[src/rtl/riscv_if_pkg.sv]
// Shared types, constants and helpers for the RV32IC instruction-fetch stage.
package riscv_if_pkg;

    localparam int unsigned XLEN    = 32;
    localparam int unsigned HW_W    = 16;
    localparam int unsigned WADDR_W = 30;

    localparam logic [XLEN-1:0] NOP_INST = 32'h0000_0013;

    // FETCH: word-aligned, buffer empty; HALF: buffer holds halfword at pc;
    // SKIP: redirected to an odd halfword, low half of the first word is dropped.
    typedef enum logic [1:0] {
        FETCH = 2'd0,
        HALF  = 2'd1,
        SKIP  = 2'd2
    } fetch_state_t;

    // RVC instructions are the ones whose two low bits are not 2'b11.
    function automatic logic is_compressed(input logic [HW_W-1:0] hw);
        return hw[1:0] != 2'b11;
    endfunction

endpackage

[src/rtl/if_realign.sv]
// Combinational realignment of the 16/32-bit instruction stream through a one-halfword buffer.
module if_realign
    import riscv_if_pkg::*;
(
    input  fetch_state_t         state,
    input  logic [HW_W-1:0]      buf_data,
    input  logic [XLEN-1:0]      rdata,
    input  logic [XLEN-1:0]      pc,
    output logic [XLEN-1:0]      inst,
    output logic                 compressed,
    output logic [2:0]           pc_inc,
    output logic [HW_W-1:0]      buf_next,
    output logic                 need_word,
    output logic [WADDR_W-1:0]   word_addr,
    output fetch_state_t         state_next
);

    // Select the issued instruction, the pc step and the next buffer/state.
    always_comb begin
        inst       = NOP_INST;
        compressed = 1'b0;
        pc_inc     = 3'd0;
        buf_next   = buf_data;
        need_word  = 1'b0;
        word_addr  = pc[XLEN-1:2];
        state_next = state;
        case (state)
            FETCH: begin
                need_word = 1'b1;
                if (is_compressed(rdata[HW_W-1:0])) begin
                    inst       = {16'h0, rdata[HW_W-1:0]};
                    compressed = 1'b1;
                    pc_inc     = 3'd2;
                    buf_next   = rdata[XLEN-1:HW_W];
                    state_next = HALF;
                end else begin
                    inst       = rdata;
                    pc_inc     = 3'd4;
                    state_next = FETCH;
                end
            end
            HALF: begin
                if (is_compressed(buf_data)) begin
                    inst       = {16'h0, buf_data};
                    compressed = 1'b1;
                    pc_inc     = 3'd2;
                    state_next = FETCH;
                end else begin
                    // Upper half of the instruction lives in the next word (pc is odd-halfword).
                    need_word  = 1'b1;
                    word_addr  = pc[XLEN-1:2] + 30'd1;
                    inst       = {rdata[HW_W-1:0], buf_data};
                    pc_inc     = 3'd4;
                    buf_next   = rdata[XLEN-1:HW_W];
                    state_next = HALF;
                end
            end
            SKIP: begin
                need_word  = 1'b1;
                buf_next   = rdata[XLEN-1:HW_W];
                state_next = HALF;
            end
            default: begin
                state_next = FETCH;
            end
        endcase
    end

endmodule

[src/rtl/riscv_if.sv]
// Instruction-fetch stage: owns the PC, drives the I-cache and produces the IF/ID register.
module riscv_if
    import riscv_if_pkg::*;
#(
    parameter logic [31:0] RESET_PC = 32'h0000_0000
) (
    input  logic                 clk,
    input  logic                 rst_n,
    input  logic                 stall,
    input  logic                 flush,
    input  logic                 redirect_valid,
    input  logic [XLEN-1:0]      redirect_pc,
    output logic                 icache_ren,
    output logic [WADDR_W-1:0]   icache_addr,
    input  logic [XLEN-1:0]      icache_rdata,
    input  logic                 icache_stall,
    output logic [XLEN-1:0]      inst_ppl,
    output logic [XLEN-1:0]      pc_ppl,
    output logic                 compressed_ppl,
    output logic [XLEN-1:0]      pred_dest_ppl
);

    logic [XLEN-1:0]    pc;
    fetch_state_t       state;
    logic [HW_W-1:0]    buf_data;

    logic [XLEN-1:0]    ra_inst;
    logic               ra_compressed;
    logic [2:0]         ra_pc_inc;
    logic [HW_W-1:0]    ra_buf_next;
    logic               ra_need_word;
    logic [WADDR_W-1:0] ra_word_addr;
    fetch_state_t       ra_state_next;

    logic [XLEN-1:0]    pc_plus2;
    logic [XLEN-1:0]    pc_plus4;

    if_realign u_realign (
        .state      (state),
        .buf_data   (buf_data),
        .rdata      (icache_rdata),
        .pc         (pc),
        .inst       (ra_inst),
        .compressed (ra_compressed),
        .pc_inc     (ra_pc_inc),
        .buf_next   (ra_buf_next),
        .need_word  (ra_need_word),
        .word_addr  (ra_word_addr),
        .state_next (ra_state_next)
    );

    assign icache_ren  = ra_need_word;
    assign icache_addr = ra_word_addr;
    assign pc_plus2    = pc + 32'd2;
    assign pc_plus4    = pc + 32'd4;

    // Fetch state and IF/ID register update in priority order: redirect, stall, flush/miss, advance.
    always_ff @(posedge clk or negedge rst_n) begin
        if (!rst_n) begin
            pc             <= RESET_PC;
            state          <= FETCH;
            buf_data       <= '0;
            inst_ppl       <= NOP_INST;
            pc_ppl         <= '0;
            compressed_ppl <= 1'b0;
            pred_dest_ppl  <= '0;
        end else if (redirect_valid) begin
            pc             <= {redirect_pc[XLEN-1:1], 1'b0};
            state          <= redirect_pc[1] ? SKIP : FETCH;
            buf_data       <= '0;
            inst_ppl       <= NOP_INST;
            pc_ppl         <= pc;
            compressed_ppl <= 1'b0;
            pred_dest_ppl  <= pc_plus4;
        end else if (stall) begin
            pc             <= pc;
        end else if (flush || (ra_need_word && icache_stall)) begin
            inst_ppl       <= NOP_INST;
            pc_ppl         <= pc;
            compressed_ppl <= 1'b0;
            pred_dest_ppl  <= pc_plus4;
        end else begin
            inst_ppl       <= ra_inst;
            pc_ppl         <= pc;
            compressed_ppl <= ra_compressed;
            pred_dest_ppl  <= ra_compressed ? pc_plus2 : pc_plus4;
            pc             <= pc + 32'(ra_pc_inc);
            state          <= ra_state_next;
            buf_data       <= ra_buf_next;
        end
    end

endmodule

[config.mk]
export PLATFORM = sky130hd
export DESIGN_NAME = riscv_if
export DESIGN_NICKNAME = d
export VERILOG_FILES = /design/src/rtl/riscv_if_pkg.sv /design/src/rtl/if_realign.sv /design/src/rtl/riscv_if.sv
export SDC_FILE = /design/constraint.sdc
export NUM_CORES = 1
export LEC_CHECK = 0
export BUFFER_PORTS_ARGS = -buffer_cell sky130_fd_sc_hd__buf_2
export CAP_MARGIN = 15
export CORE_MARGIN = 2
export CORE_UTILIZATION = 45
export DETAILED_ROUTE_END_ITERATION = 8
export MAX_ROUTING_LAYER = met4
export PLACE_DENSITY = 0.69
export SKIP_LAST_GASP = 1
export SLEW_MARGIN = 20
export SYNTH_ARGS = -nofsm -noshare
export SYNTH_HDL_FRONTEND = slang
export SYNTH_SLANG_ARGS = --single-unit
[constraint.sdc]
create_clock -name clk -period 3.75 [get_ports clk]
set_input_delay 0.75 -clock clk [delete_from_list [all_inputs] [get_ports clk]]
set_output_delay 0.75 -clock clk [all_outputs]
set_load 0.03 [all_outputs]
# Word-level counts from Yosys, hierarchy flattened
# Cells that the tools add are included.
totals:
  regBits: 147
  latchBits: 0
  ramBits: 0
  romBits: 0
  in_bits: 70
  out_inout_bits: 128
  word_cells: 67
  mem_count: 0
classes:
  n_addsub: 4
  mul: 0
  div_mod_pow: 0
  n_lt_le_gt_ge: 0
  n_eq_ne: 8
  shifts: 0
  muxes: 41
  n_bitwise: 0
  reduce_logical: 7
ops:
  columns: ["op", "count"]
  rows:
  - ["2-to-1 mux 32 bit", 14]
  - ["2-to-1 mux 16 bit", 5]
  - ["one-hot mux 32 bit (2 select lines)", 1]
  - ["2-to-1 mux 30 bit", 2]
  - ["one-hot mux 16 bit (3 select lines)", 1]
  - ["adder 32 x 2 -> 32 bit (second input constant)", 1]
  - ["adder 32 x 3 -> 32 bit", 1]
  - ["adder 32 x 3 -> 32 bit (second input constant)", 1]
  - ["adder 30 x 1 -> 30 bit (second input constant)", 1]
  - ["2-to-1 mux 1 bit", 8]
  - ["2-to-1 mux 2 bit", 4]
  - ["2-to-1 mux 3 bit", 2]
  - ["inequality test 2 bit (second input constant)", 3]
  - ["one-hot mux 2 bit (3 select lines)", 1]
  - ["one-hot mux 3 bit (2 select lines)", 1]
  - ["AND reduction 5 bit", 1]
  - ["one-hot mux 1 bit (2 select lines)", 2]
  - ["nonzero test 4 bit", 1]
  - ["inequality test 3 x 2 -> 1 bit (second input constant)", 1]
  - ["inequality test 3 bit (second input constant)", 1]
  - ["equality test 2 x 1 -> 1 bit (second input constant)", 1]
  - ["equality test 2 bit (second input constant)", 1]
  - ["logical NOT 2 bit", 1]
  - ["inequality test 2 x 1 -> 1 bit (second input constant)", 1]
  - ["other kinds (4)", 4]

# Longest topological paths before layout
depth:
  depth_word: 8
  depth_mapped: 13
  depth_no_buf: 11

# Cells and area by module
# From an unflattened synthesis, not the netlist that was laid out.
hier_totals:
  cells_unflattened: 906
  area_unflattened_um2: 8394.3
modules_own_cells:
  columns: ["module", "instances", "cells_per_inst", "area_each_um2", "seq_area_each_um2"]
  rows:
  - ["riscv_if", 1, 726, 7034.2, 3657.3]
  - ["if_realign", 1, 180, 1360.1, 0.0]

# Worst setup path after synthesis
# Ideal clock, no wire load.
synth_timing:
  path_kind: "input to register"
  start: "input port icache_rdata[0]"
  end: "register pc[28]"
  setup_ns: 0.125
  t_arrival_ns: 3.158
  t_required_ns: 3.625
  path_slack_ns: 0.467
  stages: 11
  n_path_buf: 2
  path_cell_list: "and3_1 clkbuf_1 clkbuf_1 or2_2 ha_1 a21oi_1 or4_1 nor4_4 nand2_1 xnor2_1 mux2_2"
synth_via:
  elab_chain_len: 7
synth_lines:
  columns: ["element", "line_no", "rtl"]
  rows:
  - ["from (decl)", "riscv_if.sv:15", "input logic [XLEN-1:0] icache_rdata,"]
  - ["inequality test 2 bit", "riscv_if_pkg.sv:20", "return hw[1:0] != 2'b11;"]
  - ["2-to-1 mux 3 bit", "if_realign.sv:30", "if (is_compressed(rdata[HW_W-1:0])) begin"]
  - ["one-hot mux 3 bit (2 select lines)", "if_realign.sv:27", "case (state)"]
  - ["adder 32 x 3 -> 32 bit", "riscv_if.sv:87", "pc <= pc + 32'(ra_pc_inc);"]
  - ["2-to-1 mux 32 bit", "riscv_if.sv:77", "end else if (flush || (ra_need_word && icache_stall)) begin"]
  - ["2-to-1 mux 32 bit", "riscv_if.sv:75", "end else if (stall) begin"]
  - ["2-to-1 mux 32 bit", "riscv_if.sv:67", "end else if (redirect_valid) begin"]
  - ["to (signal assigned)", "riscv_if.sv:68", "pc <= {redirect_pc[XLEN-1:1], 1'b0};"]
  - ["to (signal assigned)", "riscv_if.sv:76", "pc <= pc;"]
  - ["to (signal assigned)", "riscv_if.sv:87", null]
  - ["to (decl)", "riscv_if.sv:23", "logic [XLEN-1:0] pc;"]
# Every way passes these cells. The select of a mux whose other input is x is not followed.
# A chain may end at the register's enable or synchronous reset.

# Worst setup path after layout
layout_timing:
  start: "register state[1]"
  end: "output port icache_addr[19]"
layout_via:
  elab_chain_len: 2
layout_lines:
  columns: ["element", "line_no", "rtl"]
  rows:
  - ["from (decl)", "riscv_if.sv:24", "fetch_state_t state;"]
  - ["from (signal assigned)", "riscv_if.sv:69", "state <= redirect_pc[1] ? SKIP : FETCH;"]
  - ["from (signal assigned)", "riscv_if.sv:88", "state <= ra_state_next;"]
  - ["equality test 2 x 1 -> 1 bit", "if_realign.sv:27", null]
  - ["2-to-1 mux 30 bit", "if_realign.sv:27", null]
  - ["to (decl)", "riscv_if.sv:14", "output logic [WADDR_W-1:0] icache_addr,"]
# Every way passes these cells.

==> metrics.yaml <==
clocking:
  cts-buffers-inserted: 17
  clk_pin_slew_worst_paths_ps: 70
  hold_buffers: 0
  h-tree-depth: 4
  cts_root_buf: "clkbuf_16"
  cts_tree: "yes"
  clk_path_buf_depth: 2
  clkLatencyLatePin_ps: 430
  postCtsSetupBuffers: 0
  cts_resized: 0
  cts.sinks: 144
yosys:
  syn_area_sq_mm: 0.00754
  dominantRegCellSynth: "dfrtp_1"
  synth_edf_count: 0
  synth_cells: 842
  async_reset_ff_share_pct: 100
  synth_cell_types: 53
  synth_seq_cells: 144
  yosysSeqAreaShare_pct: 47.9
  avgSynthCellArea_sq_um: 8.95
  synth_warnings: 0
drt:
  wl_per_cell_um: 17.6
  vias_per_cell: 5.40
  wirelength_mm: 21.8
  drc: 0
  final_antenna_net_count: 0
  dr.pass1.iters: 5
  first_iter_violations: 679
  vias: 6668
setup_path:
  worstSetupEndpointType: "output pin"
  arrival_ps: 2780
  reg2reg_slack_ps: 480
  cp_max_fo: 19
  r2r-start: "state[0]"
  rr_worst_depth: 11
  required_ps: 3000
  critPathLaunchType: "register"
  reg2reg_to: "pc[28]"
  path_class: "reg2out"
grt:
  grt_pass1_wl_mm: 34.3
  grt.met1_usage_pct: 34.9
  use_met2_pct: 38.1
  grt-ovfl-total: 0
  grtUsageTotal_pct: 25.5
  top_usage_layer: "met2"
  use_met3_pct: 4.53
  grt_pass1_vias: 6369
  antenna_found_initial: 1
  grt_start_max_net_pins: 85
final_layout:
  layout-drive-gt1-share_pct: 26.3
  post-route-util_pct: 56.0
  nets: 1081
  final_cell_mix: "226 x nand2_1, 193 x buf_2, 141 x dfrtp_1"
  mostFrequentLayoutCell: "nand2_1"
  num-fill-cells: 1539
  areaGrowthSynthToFinish_pct: 22.4
timing:
  period_share_pct: 94.2
  max_freq_ghz: 0.283
  hold_viol_final: 0
  fin_setup_tns_ps: 0
  skew_ps: 8.03
  rsz0062_at_grt: "no"
  maxSlewHeadroom_pct: 31.2
  tightestPinTransition_ps: 1030
  finalCriticalPeriod_ps: 3530
  final_max_slew_viol_count: 0
  setup_viol: 0
floorplan:
  chipWidth_um: 133
  rows: 47
  die_area_sq_mm: 0.0178
  initial_utilization_pct: 45.8
  ios: 198
  die_h_um: 133
  coreArea_sq_mm: 0.0165
placed_design:
  gp_congestion: 0.928
  port-buffer-count: 194
  hpwl_mm: 15.3
pwr:
  leakage_nw: 4.29
  irDropWorstVdd_uv: 339
  power_density_mw_per_mm2: 477
run:
  drv_cap: 0
run_status:
  outcome: "finished, final reports clean"
worst_hold_path:
  worst_hold_path_type: "in2async"
-- report_power, final --
part / internal (W) / switching [W] / leakage (nW) / total [W]
Clock: 0.00100 / 0.000735 / 0.293 / 0.00174
Combinational: 0.000262 / 0.000586 / 2.16 / 0.000848
Sequential: 0.00168 / 0.000131 / 1.83 / 0.00181
-- state kept, by name, indices dropped and copies added, names as in the netlist --
register        cells
compressed_ppl      1
pred_dest_ppl      31
pc                 31
inst_ppl           32
state               2
buf_data           16
pc_ppl             31
-- synth_stat cells (all sizes together), types with 2 or more instances --
master	n	area [sq um]
nand2	226	848
a22oi	30	225
a221oi	3	26.3
and2b	2	15.0
xnor2	46	403
o211ai	4	30.0
or3	6	37.5
dfrtp	141	3530
o22ai	2	12.5
a21bo	2	20.0
a211oi	2	15.0
or2	2	12.5
and3	9	56.3
nor3	18	111
xor2	37	324
buf	26	163
nor4	9	105
a22o	16	140
o31ai	4	40.0
inv	5	18.8
nor2	41	173
ha	9	113
nand2b	2	12.5
a31oi	5	31.3
and4	3	26.3
nand3	12	60.1
nand4	8	50.1
or4	3	22.5
o21ai	92	460
a21oi	14	70.1
clkbuf	44	165
and2	5	31.3
mux2i	2	20.0
dfstp	3	78.8
-- routing by layer --
metal	up-vias	part of all wire, %	routed length, um
li1	3166	-	-
met2	247	47	10200
met4	0	3.1	672
met3	52	5.8	1270
met1	3203	44	9600
met5	-	0	0
-- metrics by stage --
stage | setup WS (ps) | area [sq um] | total power, W | std cells | hold slack, ps
after global routing | 36.8 | 9220 | 0.00459 | 1235 | 417
after floorplan | 467 | 7540 | 0.00239 | 843 | 454
after CTS | 173 | 9220 | 0.00443 | 1234 | 385
after global placement | 408 | 8610 | 0.00268 | 1202 | 446
final | 219 | 9220 | 0.00440 | 1235 | 354
after detailed placement | 403 | 8620 | 0.00269 | 1202 | 451
-- final cells by class --
type	instances	area, sq um	area share [%]
clock inverters	15	174	1.89
inverters	5	18.8	0.204
clock buffers	17	425	4.61
multi-input cells	624	3620	39.2
flip-flops and latches	144	3610	39.1
well taps	220	275	2.99
repair buffers	209	1100	12.0
diodes	1	2.50	0.0271
-- worst max-delay path, stage by stage, from the launching register on --
cell and delay, ps:
dfrtp_1 400, inv_1 130, ha_1 180, buf_4 260, nand3_1 230, nor2_1 400, nand2_1 180, nor2_1 160
xor2_1 180, buf_2 220
-- logic make-up (layout without fill, tap and decap cells) --
family	after synthesis	after routing	share of synthesized area, %
other	1	3	0.0498
muxes	3	3	0.415
adders and majority gates	10	10	1.76
AOI/OAI and AO/OA	178	178	14.8
DFF	144	144	47.9
buffers and inverters	75	246	4.60
and+or+nand+nor	348	348	20.9
xor gates and xnor gates	83	83	9.65
-- worst max path at each step --
| stage | from | end | slack [ps] |
|---|---|---|---|
| after global placement | icache_rdata[0] | pc[28] | 410 |
| after floorplan | icache_rdata[0] | pc[28] | 470 |
| after detailed placement | icache_rdata[0] | pc[28] | 400 |
| after global routing | pc[3] | icache_addr[28] | 40 |
| after CTS | pc[3] | icache_addr[26] | 170 |
| final | state[1] | icache_addr[19] | 220 |
(Power assumes the default switching activity.)
